--- src/rtl/spi_sram_master.sv ---
// SPI mode-0 master issuing one 23LC-style SRAM read (0x03) or write (0x02) frame per
// host request: 8-bit command, 24-bit address and one data byte, MSB first.
`timescale 1ns/1ps
module spi_sram_master #(
  parameter int CLK_DIV = 2,
  parameter int CS_IDLE = 4
) (
  input  logic        clk,
  input  logic        rst,
  input  logic        req_valid,
  output logic        req_ready,
  input  logic        req_wr,
  input  logic [23:0] req_addr,
  input  logic [7:0]  req_wdata,
  output logic        rsp_valid,
  output logic [7:0]  rsp_rdata,
  output logic        cs_n,
  output logic        sclk,
  output logic        mosi,
  input  logic        miso
);
  localparam int HW = $clog2(CLK_DIV + 1);
  localparam int GW = $clog2(CS_IDLE + 1);
  localparam logic [HW-1:0] HALF_RELOAD = HW'(CLK_DIV - 1);
  localparam logic [GW-1:0] GAP_RELOAD  = GW'(CS_IDLE);
  localparam logic [GW-1:0] GAP_LAST    = GW'(1);

  typedef enum logic [2:0] {S_IDLE, S_SETUP, S_HIGH, S_LOW, S_GAP} state_t;

  state_t          r_state;
  logic [39:0]     r_sr;
  logic [5:0]      r_bitcnt;
  logic [HW-1:0]   r_half;
  logic [GW-1:0]   r_gap;
  logic [7:0]      r_rd_sr;
  logic            r_wr;
  logic            r_cs_n;
  logic            r_sclk;
  logic            r_mosi;
  logic            r_rsp_valid;
  logic [7:0]      r_rsp_rdata;

  logic [7:0]      w_cmd;
  logic            w_half_done;

  assign w_cmd       = req_wr ? 8'h02 : 8'h03;
  assign w_half_done = (r_half == '0);
  // NOTE: req_ready is a pure decode of the state register, not a separate flop.
  assign req_ready   = (r_state == S_IDLE);
  assign cs_n        = r_cs_n;
  assign sclk        = r_sclk;
  assign mosi        = r_mosi;
  assign rsp_valid   = r_rsp_valid;
  assign rsp_rdata   = r_rsp_rdata;

  // NOTE: every register uses <= so all branches see the values from before the edge.
  always_ff @(posedge clk or posedge rst) begin
    if (rst) begin
      r_state     <= S_IDLE;
      r_sr        <= '0;
      r_bitcnt    <= '0;
      r_half      <= '0;
      r_gap       <= '0;
      r_rd_sr     <= '0;
      r_wr        <= 1'b0;
      r_cs_n      <= 1'b1;
      r_sclk      <= 1'b0;
      r_mosi      <= 1'b0;
      r_rsp_valid <= 1'b0;
      r_rsp_rdata <= 8'h00;
    end else begin
      r_rsp_valid <= 1'b0;
      case (r_state)
        S_IDLE: begin
          if (req_valid) begin
            r_sr     <= {w_cmd, req_addr, req_wr ? req_wdata : 8'h00};
            r_bitcnt <= 6'd39;
            r_wr     <= req_wr;
            r_cs_n   <= 1'b0;
            r_mosi   <= w_cmd[7];
            r_half   <= HALF_RELOAD;
            r_state  <= S_SETUP;
          end
        end
        S_SETUP: begin
          if (w_half_done) begin
            r_sclk  <= 1'b1;
            r_rd_sr <= {r_rd_sr[6:0], miso};
            r_half  <= HALF_RELOAD;
            r_state <= S_HIGH;
          end else begin
            r_half <= r_half - 1'b1;
          end
        end
        S_HIGH: begin
          // Falling edge launches the next bit so it is stable at the following rise.
          if (w_half_done) begin
            r_sclk  <= 1'b0;
            r_sr    <= {r_sr[38:0], 1'b0};
            r_mosi  <= r_sr[38];
            r_half  <= HALF_RELOAD;
            r_state <= S_LOW;
          end else begin
            r_half <= r_half - 1'b1;
          end
        end
        S_LOW: begin
          if (w_half_done) begin
            if (r_bitcnt != 6'd0) begin
              r_bitcnt <= r_bitcnt - 6'd1;
              r_sclk   <= 1'b1;
              r_rd_sr  <= {r_rd_sr[6:0], miso};
              r_half   <= HALF_RELOAD;
              r_state  <= S_HIGH;
            end else begin
              r_cs_n  <= 1'b1;
              r_mosi  <= 1'b0;
              r_gap   <= GAP_RELOAD;
              r_state <= S_GAP;
            end
          end else begin
            r_half <= r_half - 1'b1;
          end
        end
        S_GAP: begin
          // The first GAP cycle is the only one where the counter still holds its reload.
          if (r_gap == GAP_RELOAD) begin
            r_rsp_valid <= 1'b1;
            if (!r_wr) r_rsp_rdata <= r_rd_sr;
          end
          if (r_gap == GAP_LAST) r_state <= S_IDLE;
          r_gap <= r_gap - 1'b1;
        end
        default: r_state <= S_IDLE;
      endcase
    end
  end
endmodule

--- config.mk ---
export PLATFORM = sky130hd
export DESIGN_NAME = spi_sram_master
export DESIGN_NICKNAME = d
export VERILOG_FILES = /design/src/rtl/spi_sram_master.sv
export SDC_FILE = /design/constraint.sdc
export NUM_CORES = 1
export LEC_CHECK = 0
export ABC_CLOCK_PERIOD_IN_PS = 4400
export CAP_MARGIN = 20
export CORE_AREA = 2 2 93 77
export CTS_CLUSTER_DIAMETER = 150
export CTS_CLUSTER_SIZE = 30
export DETAILED_ROUTE_END_ITERATION = 16
export DIE_AREA = 0 0 95 79
export PLACE_DENSITY_LB_ADDON = 0.15
export SYNTH_ARGS = -nofsm -noshare
export SYNTH_HDL_FRONTEND = slang
export SYNTH_SLANG_ARGS = --single-unit
--- constraint.sdc ---
create_clock -name clk -period 4.4 [get_ports clk]
set_input_delay 0.44 -clock clk [delete_from_list [all_inputs] [get_ports clk]]
set_output_delay 0.44 -clock clk [all_outputs]
set_load 0.01 [all_outputs]
Word level (Yosys, flattened, before mapping)
Cells that the tools add are included.
W data, S select, Z words.
{"block": "word_totals", "register_bits": 74, "in_bits": 37, "out_inout_bits": 13, "elab_cells": 96}
{"block": "op_classes", "add_sub_neg": 3, "eq_ne": 14, "muxes": 44, "bitwise_logic": 1, "n_reduce_logical": 22}
{"operator": "$mux W39", "count": 2}
{"operator": "$pmux W39 S2", "count": 1}
{"operator": "$mux W8", "count": 4}
{"operator": "$mux W3", "count": 8}
{"operator": "$mux W6", "count": 3}
{"operator": "$pmux W8 S2", "count": 1}
{"operator": "$pmux W3 S5", "count": 1}
{"operator": "$reduce_and A5 Y1", "count": 3}
{"operator": "$mux W1", "count": 14}
{"operator": "$ne A2 B2 Y1 const B", "count": 7}
{"operator": "$pmux W6 S2", "count": 1}
{"operator": "$reduce_and A3 Y1", "count": 4}
{"operator": "$reduce_and A4 Y1", "count": 3}
{"operator": "$reduce_bool A3 Y1", "count": 3}
{"operator": "$mux W2", "count": 4}
{"operator": "$reduce_bool A2 Y1", "count": 4}
{"operator": "$eq A3 B1 Y1 const B", "count": 2}
{"operator": "$eq A3 B2 Y1 const B", "count": 2}
{"operator": "$eq A3 B3 Y1 const B", "count": 2}
{"operator": "$pmux W1 S3", "count": 2}
{"operator": "$pmux W2 S3", "count": 1}
{"operator": "$pmux W3 S2", "count": 1}
{"operator": "$reduce_bool A6 Y1", "count": 1}
{"operator": "$sub A6 B1 Y6 const B", "count": 1}
{"operator": "9 further kinds", "count": 9}

Longest topological paths before layout
Gate-level depths: netlist of run 1.
{"block": "depth", "ltp_word": 4, "mapped_depth": 7}

Worst setup path after synthesis of run 1
Ideal clock, no wire load.
{"block": "synth_path", "path_type": "register to register", "start": "reg r_state[1]", "end": "reg r_rsp_rdata[0] (netlist: rsp_rdata[0])", "setup_time_ps": 125, "arrival_ps": 1488, "t_required_ps": 4275, "path_slack_ps": 2787, "path_stages_with_launch": 7, "path_buffers": 2, "path_cell_list": "dfrtp_1 buf_2 nor3b_4 and3_1 and2b_4 buf_12 mux2_4"}
{"block": "synth_via", "elab_chain_cells": 2}
{"element": "from (decl)", "line": "30", "source": "state_t r_state;"}
{"element": "from (signal assigned)", "line": "59", "source": "r_state <= S_IDLE;"}
{"element": "from (signal assigned)", "line": "82", "source": "r_state <= S_SETUP;"}
{"element": "from (signal assigned)", "line": "90", "source": "r_state <= S_HIGH;"}
{"element": "$eq A3 B3 Y1", "line": "73", "source": "case (r_state)"}
{"element": "$reduce_and A3 Y1 (no line)"}
{"element": "to (signal assigned)", "line": "129", "source": "if (!r_wr) r_rsp_rdata <= r_rd_sr;"}
{"element": "to (decl)", "line": "41", "source": "logic [7:0] r_rsp_rdata;"}
No other way between the ends.
A chain may end at the register's enable or synchronous reset.

Worst setup path in the final report of run 1
{"block": "layout_path", "start": "reg r_state[1]", "end": "reg r_sr[15]"}
{"block": "layout_via", "elab_chain_cells": 3, "word_cells_on_any_way": 7, "classes_between": "3 x eq/ne; 1 x mux; 3 x reduce/logical"}
{"element": "$eq A3 B2 Y1 or $logic_not A3 Y1 (tied branches)", "line": "73"}
{"element": "$ne A2 B2 Y1 (no line) or $reduce_bool A2 Y1 (tied branches)"}
{"element": "$reduce_and A3 Y1 (no line)"}
{"element": "to (signal assigned)", "line": "76", "source": "r_sr <= {w_cmd, req_addr, req_wr ? req_wdata : 8'h00};"}
{"element": "to (signal assigned)", "line": "99", "source": "r_sr <= {r_sr[38:0], 1'b0};"}
{"element": "to (decl)", "line": "31", "source": "logic [39:0] r_sr;"}
Several ways; a longest one is shown, not always the timed one.

==> run_summary.xml, run 1 <==
<?xml version="1.0" encoding="UTF-8"?>
<metrics>
  <group name="global_route">
    <metric name="grt_max_degree" unit="">41</metric>
    <metric name="globalRoute.totalOverflow" unit="">0</metric>
    <metric name="antenna_found_initial" unit="">0</metric>
    <metric name="grt_pass1_vias" unit="">2344</metric>
    <metric name="grt_usage" unit="%">19.2</metric>
    <metric name="first_pass_grt_wire_length" unit="um">11100</metric>
  </group>
  <group name="die">
    <metric name="fp.dieW" unit="um">95</metric>
    <metric name="initial_utilization" unit="%">52.7</metric>
    <metric name="core-area" unit="um^2">6660</metric>
    <metric name="floorplan.rows" unit="">27</metric>
    <metric name="fp.dieH" unit="um">79</metric>
    <metric name="die_area" unit="um^2">7510</metric>
    <metric name="design.portCount" unit="">50</metric>
  </group>
  <group name="clock_network">
    <metric name="clock_tree.buffer_depth" unit="">2</metric>
    <metric name="cts_repair_resize_count" unit="">0</metric>
    <metric name="clock_latency_on_the_worst_skew_pair" unit="ns">0.34</metric>
    <metric name="clk_pin_slew_worst_paths" unit="ns">0.08</metric>
    <metric name="cts.sink_count" unit="">74</metric>
    <metric name="cts_htree_levels" unit="">3</metric>
    <metric name="cts_made_buffers" unit="">9</metric>
    <metric name="cts_tree" unit="">done</metric>
    <metric name="cts_hold_buffers" unit="">0</metric>
    <metric name="count_of_buffers_added_by_post_cts_timing_repair_for_setup" unit="">0</metric>
    <metric name="cts.root.buffer_cell" unit="">sky130_fd_sc_hd__clkbuf_8</metric>
  </group>
  <group name="logic_synthesis">
    <metric name="ys_ff_latch" unit="">74</metric>
    <metric name="synth_top_family_by_area" unit="">simple AND/OR/NAND/NOR gates</metric>
    <metric name="synth.mux.area_fraction" unit="%">14.3</metric>
    <metric name="post_synth_xor_area_fraction" unit="%">0</metric>
    <metric name="synth_top_flop_cell" unit="">sky130_fd_sc_hd__dfrtp_1</metric>
    <metric name="synth_fp_nets" unit="">365</metric>
    <metric name="synth.distinct_cells" unit="">45</metric>
    <metric name="avgSynthCellArea" unit="um^2">10.8</metric>
    <metric name="synth_top_area_cell" unit="">sky130_fd_sc_hd__dfrtp_1</metric>
    <metric name="post_synth_inst_count" unit="">324</metric>
    <metric name="synth-seq-area-share" unit="%">52.8</metric>
    <metric name="synth_compound_area_share" unit="%">12.7</metric>
    <metric name="async_flop_share" unit="%">100</metric>
    <metric name="yosys_warnings" unit="">0</metric>
    <metric name="synth_simple_gate_area_share" unit="%">14.8</metric>
    <metric name="synth.cell_area" unit="um^2">3510</metric>
    <metric name="ys_top_cells_by_area" unit="">sky130_fd_sc_hd__dfrtp_1 52%, sky130_fd_sc_hd__mux2i_1 7.1%, sky130_fd_sc_hd__mux2_4 6.8%, sky130_fd_sc_hd__o21ai_1 6.1%, sky130_fd_sc_hd__nand2_1 5.9%</metric>
    <metric name="synth_edf_count" unit="">0</metric>
    <metric name="synthAdderAreaFrac" unit="%">1.43</metric>
    <metric name="synth.top_cell.area_share" unit="%">52.1</metric>
  </group>
  <group name="setup_path">
    <metric name="setup.worst_path.end_class" unit="">register</metric>
    <metric name="cp_data_arrival_time" unit="ns">2.61</metric>
    <metric name="worstPathMaxFanout" unit="">40</metric>
    <metric name="cp.required" unit="ns">4.62</metric>
    <metric name="critical_path.startpoint_type" unit="">register</metric>
    <metric name="critical_path_class" unit="">register to register</metric>
    <metric name="critPathLaunch" unit="">r_state[1]</metric>
    <metric name="worstReg2RegStart" unit="">r_state[1]</metric>
  </group>
  <group name="drt">
    <metric name="detail_route.drc_violations" unit="">0</metric>
    <metric name="drt-wirelength-per-cell" unit="um">14.0</metric>
    <metric name="detailedRoute.firstIterationViolations" unit="">112</metric>
    <metric name="vias" unit="">2438</metric>
    <metric name="avgViaCountPerCell" unit="">5.28</metric>
    <metric name="drt.antenna.violating_nets" unit="">0</metric>
    <metric name="detail_route.first_pass.iterations" unit="">4</metric>
    <metric name="route.final.wire_length" unit="um">6450</metric>
  </group>
  <group name="placed_design">
    <metric name="io_buffers" unit="">49</metric>
    <metric name="placed_cell_area" unit="um^2">4040</metric>
    <metric name="gpl.final_weighted_congestion" unit="">0.849</metric>
    <metric name="hpwlAfterDp" unit="um">4400</metric>
  </group>
  <group name="timing">
    <metric name="setup_tns" unit="ns">0</metric>
    <metric name="post-route-min-period" unit="ns">2.40</metric>
    <metric name="clock_skew" unit="ns">0.00724</metric>
    <metric name="clock.fmax" unit="GHz">0.417</metric>
    <metric name="hold_violations" unit="">0</metric>
    <metric name="finalHoldWorstSlack" unit="ns">0.487</metric>
    <metric name="rsz_0062_raised_after_global_routing" unit="">false</metric>
    <metric name="layout_worst_path_cycle_share" unit="%">54.5</metric>
    <metric name="worst_slew_pin_slew" unit="ns">0.848</metric>
    <metric name="final-max-slew-violation-count" unit="">0</metric>
    <metric name="finalSetupViolations" unit="">0</metric>
    <metric name="slew-limit-headroom" unit="%">43.3</metric>
  </group>
  <group name="finish">
    <metric name="mostFrequentLayoutCell" unit="">sky130_fd_sc_hd__dfrtp_1</metric>
    <metric name="final_cell_mix" unit="">73 x sky130_fd_sc_hd__dfrtp_1, 55 x sky130_fd_sc_hd__nand2_1, 49 x sky130_fd_sc_hd__clkdlybuf4s50_1, 43 x sky130_fd_sc_hd__o21ai_1, 25 x sky130_fd_sc_hd__mux2i_1</metric>
    <metric name="diodes" unit="">0</metric>
    <metric name="number_of_nets_in_the_layout" unit="">411</metric>
    <metric name="post_route_cells_drive_above_1_share" unit="%">13.1</metric>
    <metric name="fillerInstances" unit="">534</metric>
    <metric name="design_area" unit="um^2">4250</metric>
    <metric name="areaGrowthSynthToFinish" unit="%">21.0</metric>
  </group>
  <group name="pwr">
    <metric name="ir_worst_vdd" unit="V">0.000176</metric>
    <metric name="power-per-cell-area" unit="nW/um^2">305</metric>
    <metric name="power.static_leakage" unit="nW">2.00</metric>
  </group>
  <group name="flow_run">
    <metric name="drv.max_cap_violation_count" unit="">0</metric>
  </group>
  <group name="min_path">
    <metric name="min_path_type" unit="">register to register</metric>
    <metric name="hold_path.startpoint" unit="">r_wr</metric>
  </group>
  <group name="outcome">
    <metric name="status" unit="">finished clean</metric>
  </group>
</metrics>
worst max-delay path, stage by stage, from the launching register on:
cell	delay, ns
sky130_fd_sc_hd__dfrtp_1	0.76
sky130_fd_sc_hd__nor2b_1	0.18
sky130_fd_sc_hd__o21ai_4	0.70
sky130_fd_sc_hd__buf_4	0.48
sky130_fd_sc_hd__o21ai_1	0.13
final timing paths:
kind | endpoint | slack (ns) | depth (start not counted)
setup / recovery | r_sr[15] | 2.00 | 4
hold / removal | r_wr | 0.49 | 2
setup reg to reg | r_sr[15] | 2.00 | 4
hold reg to reg | r_wr | 0.49 | 2
max in group asynchronous | cs_n | 2.86 | 3
min in group asynchronous | rsp_rdata[7] | 0.55 | 2
kinds of logic after synthesis:
family	count (synthesis)
and+or+nand+nor	101
AOI/OAI and AO/OA	78
DFF	74
muxes	42
buffers and inverters	25
adders and majority gates	4
metal layers:
layer,routed length (um),global-route usage (%),vias to the layer above
met5,0,0,-
met4,39,4.35,0
met3,325,6.64,4
met2,2860,27.7,60
met1,3230,27.9,1154
li1,-,-,1220
sequential cells by signal, indices dropped and copies added (netlist names):
signal     flops
cs_n           1
mosi           1
r_bitcnt       6
r_gap          3
r_half         2
r_rd_sr        8
r_sr          39
r_state        3
r_wr           1
rsp_rdata      8
rsp_valid      1
sclk           1
per-stage QoR:
step	power, mW	cells	utilization (%)	setup WS [ns]
3_3_place_gp	0.767	446	60.7	1.90
2_1_floorplan	0.726	324	-	2.08
4_1_cts	1.32	462	63.8	2.02
6_report	1.30	462	63.8	2.00
5_1_grt	1.36	462	63.8	1.71
3_5_place_dp	0.767	446	60.7	1.86
Yosys cell counts, drive strengths merged (2+ instances only):
| cell type | n |
|---|---|
| nor2b | 4 |
| nor3 | 5 |
| and3 | 8 |
| buf | 11 |
| nor2 | 11 |
| inv | 7 |
| ha | 4 |
| dfrtp | 73 |
| nand2 | 56 |
| nor3b | 4 |
| o31ai | 2 |
| nand3 | 5 |
| nor4b | 2 |
| a21o | 3 |
| o2bb2ai | 2 |
| a31oi | 2 |
| o21ai | 46 |
| clkbuf | 7 |
| mux2 | 17 |
| a21oi | 15 |
| o21a | 3 |
| mux2i | 25 |
| nand3b | 2 |
cell type report:
| type | instances | area [um^2] | area share (%) |
|---|---|---|---|
| inverter | 7 | 26.3 | 0.619 |
| timing repair buffer | 53 | 520 | 12.3 |
| clock inverter | 7 | 83.8 | 1.97 |
| clock buffer | 9 | 124 | 2.92 |
| tap | 87 | 109 | 2.56 |
| multi-input combinational | 225 | 1530 | 36.0 |
| sequential | 74 | 1850 | 43.6 |
where the power goes:
part	total (mW)	internal (mW)	switching, mW
Clock	0.544	0.273	0.272
Combinational	0.0656	0.0402	0.0253
Sequential	0.687	0.684	0.00317
Total	1.30	0.996	0.300
(Power assumes the default switching activity.)
==> run 2: changes to the inputs <==
--- a/config.mk
+++ b/config.mk
@@ -5,13 +5,13 @@
 export SDC_FILE = /design/constraint.sdc
 export NUM_CORES = 1
 export LEC_CHECK = 0
-export ABC_CLOCK_PERIOD_IN_PS = 4400
+export ABC_CLOCK_PERIOD_IN_PS = 2200
 export CAP_MARGIN = 20
-export CORE_AREA = 2 2 93 77
+export CORE_AREA = 2 2 98 81
 export CTS_CLUSTER_DIAMETER = 150
 export CTS_CLUSTER_SIZE = 30
 export DETAILED_ROUTE_END_ITERATION = 16
-export DIE_AREA = 0 0 95 79
+export DIE_AREA = 0 0 100 83
 export PLACE_DENSITY_LB_ADDON = 0.15
 export SYNTH_ARGS = -nofsm -noshare
 export SYNTH_HDL_FRONTEND = slang
==> constraint.sdc (replaced) <==
create_clock -name clk -period 2.2 [get_ports clk]
set_input_delay 0.22 -clock clk [delete_from_list [all_inputs] [get_ports clk]]
set_output_delay 0.22 -clock clk [all_outputs]
set_load 0.01 [all_outputs]
==> run 2 against run 1 <==
  * Global-route usage decreased by 1.8 points
  * Non-clock buffer count rose by 6
  * Count of clock-buffer cells in the layout unchanged
  * Critical endpoint is now req_ready
  * Sequential power up 99%
  * Sequential share of layout area is 0.61 points lower
  * Setup slack worse by 1.8 ns
  * Cell count grew 1.9%
  * Highest routed layer unchanged
  * First-iteration DRC count rose by 15%
==> run_summary.xml, run 2 (same netlist as run 1, synthesis figures left out) <==
<?xml version="1.0" encoding="UTF-8"?>
<metrics>
  <group name="clock_network">
    <metric name="cts_hold_buffers" unit="">0</metric>
    <metric name="cts_htree_levels" unit="">3</metric>
    <metric name="count_of_buffers_added_by_post_cts_timing_repair_for_setup" unit="">0</metric>
    <metric name="cts_made_buffers" unit="">9</metric>
    <metric name="clk_pin_slew_worst_paths" unit="ns">0.08</metric>
    <metric name="clock_latency_on_the_worst_skew_pair" unit="ns">0.35</metric>
    <metric name="cts_tree" unit="">done</metric>
    <metric name="cts.sink_count" unit="">74</metric>
    <metric name="cts.root.buffer_cell" unit="">sky130_fd_sc_hd__clkbuf_8</metric>
    <metric name="clock_tree.buffer_depth" unit="">2</metric>
    <metric name="cts_repair_resize_count" unit="">0</metric>
  </group>
  <group name="pwr">
    <metric name="power.static_leakage" unit="nW">2.04</metric>
    <metric name="ir_worst_vdd" unit="V">0.000409</metric>
    <metric name="power-per-cell-area" unit="nW/um^2">594</metric>
  </group>
  <group name="timing">
    <metric name="final_critical_path_setup_slack" unit="ns">0.155</metric>
    <metric name="final-max-slew-violation-count" unit="">0</metric>
    <metric name="setup_tns" unit="ns">0</metric>
    <metric name="slew-limit-headroom" unit="%">64.2</metric>
    <metric name="clock_skew" unit="ns">0.0123</metric>
    <metric name="layout_worst_path_cycle_share" unit="%">92.9</metric>
    <metric name="worst_slew_pin_slew" unit="ns">0.535</metric>
    <metric name="post-route-min-period" unit="ns">2.04</metric>
    <metric name="hold_violations" unit="">0</metric>
    <metric name="finalSetupViolations" unit="">0</metric>
    <metric name="clock.fmax" unit="GHz">0.489</metric>
    <metric name="rsz_0062_raised_after_global_routing" unit="">false</metric>
  </group>
  <group name="setup_path">
    <metric name="cp_num_buf_inv" unit="">2</metric>
    <metric name="slack_of_the_worst_reg_to_reg_path" unit="ns">0.28</metric>
    <metric name="worstReg2RegStart" unit="">r_state[2]</metric>
    <metric name="critical_path_class" unit="">register to output port</metric>
    <metric name="cp_slowest_cell" unit="">sky130_fd_sc_hd__clkdlybuf4s50_1</metric>
    <metric name="worstReg2RegEnd" unit="">rsp_rdata[3]</metric>
    <metric name="cp_data_arrival_time" unit="ns">1.82</metric>
    <metric name="setup.worst_path.end_class" unit="">output port</metric>
    <metric name="timing.critical_path.max_delay_family" unit="">buffers and inverters</metric>
    <metric name="crit_path_cell_trace" unit="">buf_4 -&gt; nor3_1 -&gt; clkdlybuf4s50_1</metric>
    <metric name="worstPathMaxFanout" unit="">10</metric>
    <metric name="critPathMaxStageDelay" unit="ns">0.56</metric>
    <metric name="critical_path.startpoint_type" unit="">register</metric>
    <metric name="worst-r2r-cell-count" unit="">5</metric>
    <metric name="cp.required" unit="ns">1.98</metric>
  </group>
  <group name="die">
    <metric name="floorplan.rows" unit="">28</metric>
    <metric name="design.portCount" unit="">50</metric>
    <metric name="initial_utilization" unit="%">48.1</metric>
    <metric name="fp.dieH" unit="um">83</metric>
    <metric name="fp.dieW" unit="um">100</metric>
    <metric name="die_area" unit="um^2">8300</metric>
    <metric name="core-area" unit="um^2">7290</metric>
  </group>
  <group name="finish">
    <metric name="largest_register" unit="">r_sr</metric>
    <metric name="largest_register_ffs" unit="">39</metric>
    <metric name="number_of_nets_in_the_layout" unit="">417</metric>
    <metric name="final_cell_mix" unit="">73 x sky130_fd_sc_hd__dfrtp_1, 55 x sky130_fd_sc_hd__nand2_1, 49 x sky130_fd_sc_hd__clkdlybuf4s50_1, 43 x sky130_fd_sc_hd__o21ai_1, 25 x sky130_fd_sc_hd__mux2i_1</metric>
    <metric name="post_route_cells_drive_above_1_share" unit="%">14.4</metric>
    <metric name="mostFrequentLayoutCell" unit="">sky130_fd_sc_hd__dfrtp_1</metric>
    <metric name="diodes" unit="">0</metric>
    <metric name="areaGrowthSynthToFinish" unit="%">22.8</metric>
  </group>
  <group name="global_route">
    <metric name="grt_pass1_vias" unit="">2420</metric>
    <metric name="grt_usage" unit="%">17.4</metric>
    <metric name="globalRoute.totalOverflow" unit="">0</metric>
    <metric name="antenna_found_initial" unit="">0</metric>
    <metric name="grt_max_degree" unit="">80</metric>
    <metric name="first_pass_grt_wire_length" unit="um">11600</metric>
  </group>
  <group name="drt">
    <metric name="drt.antenna.violating_nets" unit="">0</metric>
    <metric name="vias" unit="">2397</metric>
    <metric name="detailedRoute.firstIterationViolations" unit="">129</metric>
    <metric name="drt-wirelength-per-cell" unit="um">14.1</metric>
    <metric name="detail_route.drc_violations" unit="">0</metric>
    <metric name="detail_route.first_pass.iterations" unit="">4</metric>
    <metric name="avgViaCountPerCell" unit="">5.09</metric>
    <metric name="route.final.wire_length" unit="um">6620</metric>
  </group>
  <group name="placed_design">
    <metric name="hpwlAfterDp" unit="um">4580</metric>
    <metric name="post-place-ws" unit="ns">0.294</metric>
    <metric name="io_buffers" unit="">49</metric>
    <metric name="gpl.final_weighted_congestion" unit="">0.768</metric>
  </group>
  <group name="min_path">
    <metric name="min_path_type" unit="">primary input to asynchronous set/reset pin</metric>
  </group>
  <group name="flow_run">
    <metric name="drv.max_cap_violation_count" unit="">0</metric>
  </group>
  <group name="outcome">
    <metric name="status" unit="">finished clean</metric>
  </group>
</metrics>
==> run 2: cell types whose count changed in the layout (fill, tap and decap cells not counted), sizes merged <==
cell,change
clkinv,+4
buf,+6
inv,-4
==> run 2: worst max path at each step <==
stage / startpoint / cells past startpoint / to / slack, ns
2_1_floorplan: rst / 1 / mosi / 0.10
3_3_place_gp: r_state[2] / 5 / rsp_rdata[5] / 0.31
3_5_place_dp: r_state[2] / 5 / rsp_rdata[3] / 0.29
4_1_cts: r_state[1] / 3 / req_ready / 0.13
5_1_grt: r_state[1] / 3 / req_ready / 0.06
6_report: r_state[1] / 3 / req_ready / 0.16
==> run 2: cell type report <==
type                            count  area, um^2
Inverter                            7        26.3
Sequential cell                    74        1850
Tap cell                           90         113
Timing Repair Buffer               59         591
Clock inverter                      7        70.1
Fill cell                         633        2980
Multi-Input combinational cell    225        1530
Clock buffer                        9         124
==> run 2: stage by stage <==
| step | hold WS [ns] | instance area, um^2 | total power [mW] | util [%] | cells |
|---|---|---|---|---|---|
| floorplan | 0.325 | 3510 | 1.45 | - | 324 |
| global placement | 0.460 | 4110 | 1.54 | 56.4 | 455 |
| detailed placement | 0.461 | 4110 | 1.54 | 56.4 | 455 |
| CTS | 0.224 | 4310 | 2.59 | 59.1 | 471 |
| global route | 0.247 | 4310 | 2.67 | 59.1 | 471 |
| finish | 0.215 | 4310 | 2.56 | 59.1 | 471 |
==> run 2: layer usage <==
layer,up-vias,GRT usage (%),part of all wire [%]
li1,1227,-,-
met1,1131,24.6,51
met2,34,26.4,45
met3,5,5.30,3.4
met4,0,4.11,0.68
met5,-,0,0
==> run 2: power breakdown <==
part | switching [mW] | internal, mW | leakage [nW]
combinational | 0.0518 | 0.0853 | 0.950
sequential | 0.00655 | 1.37 | 0.988
clock | 0.527 | 0.521 | 0.0990
total | 0.585 | 1.97 | 2.04
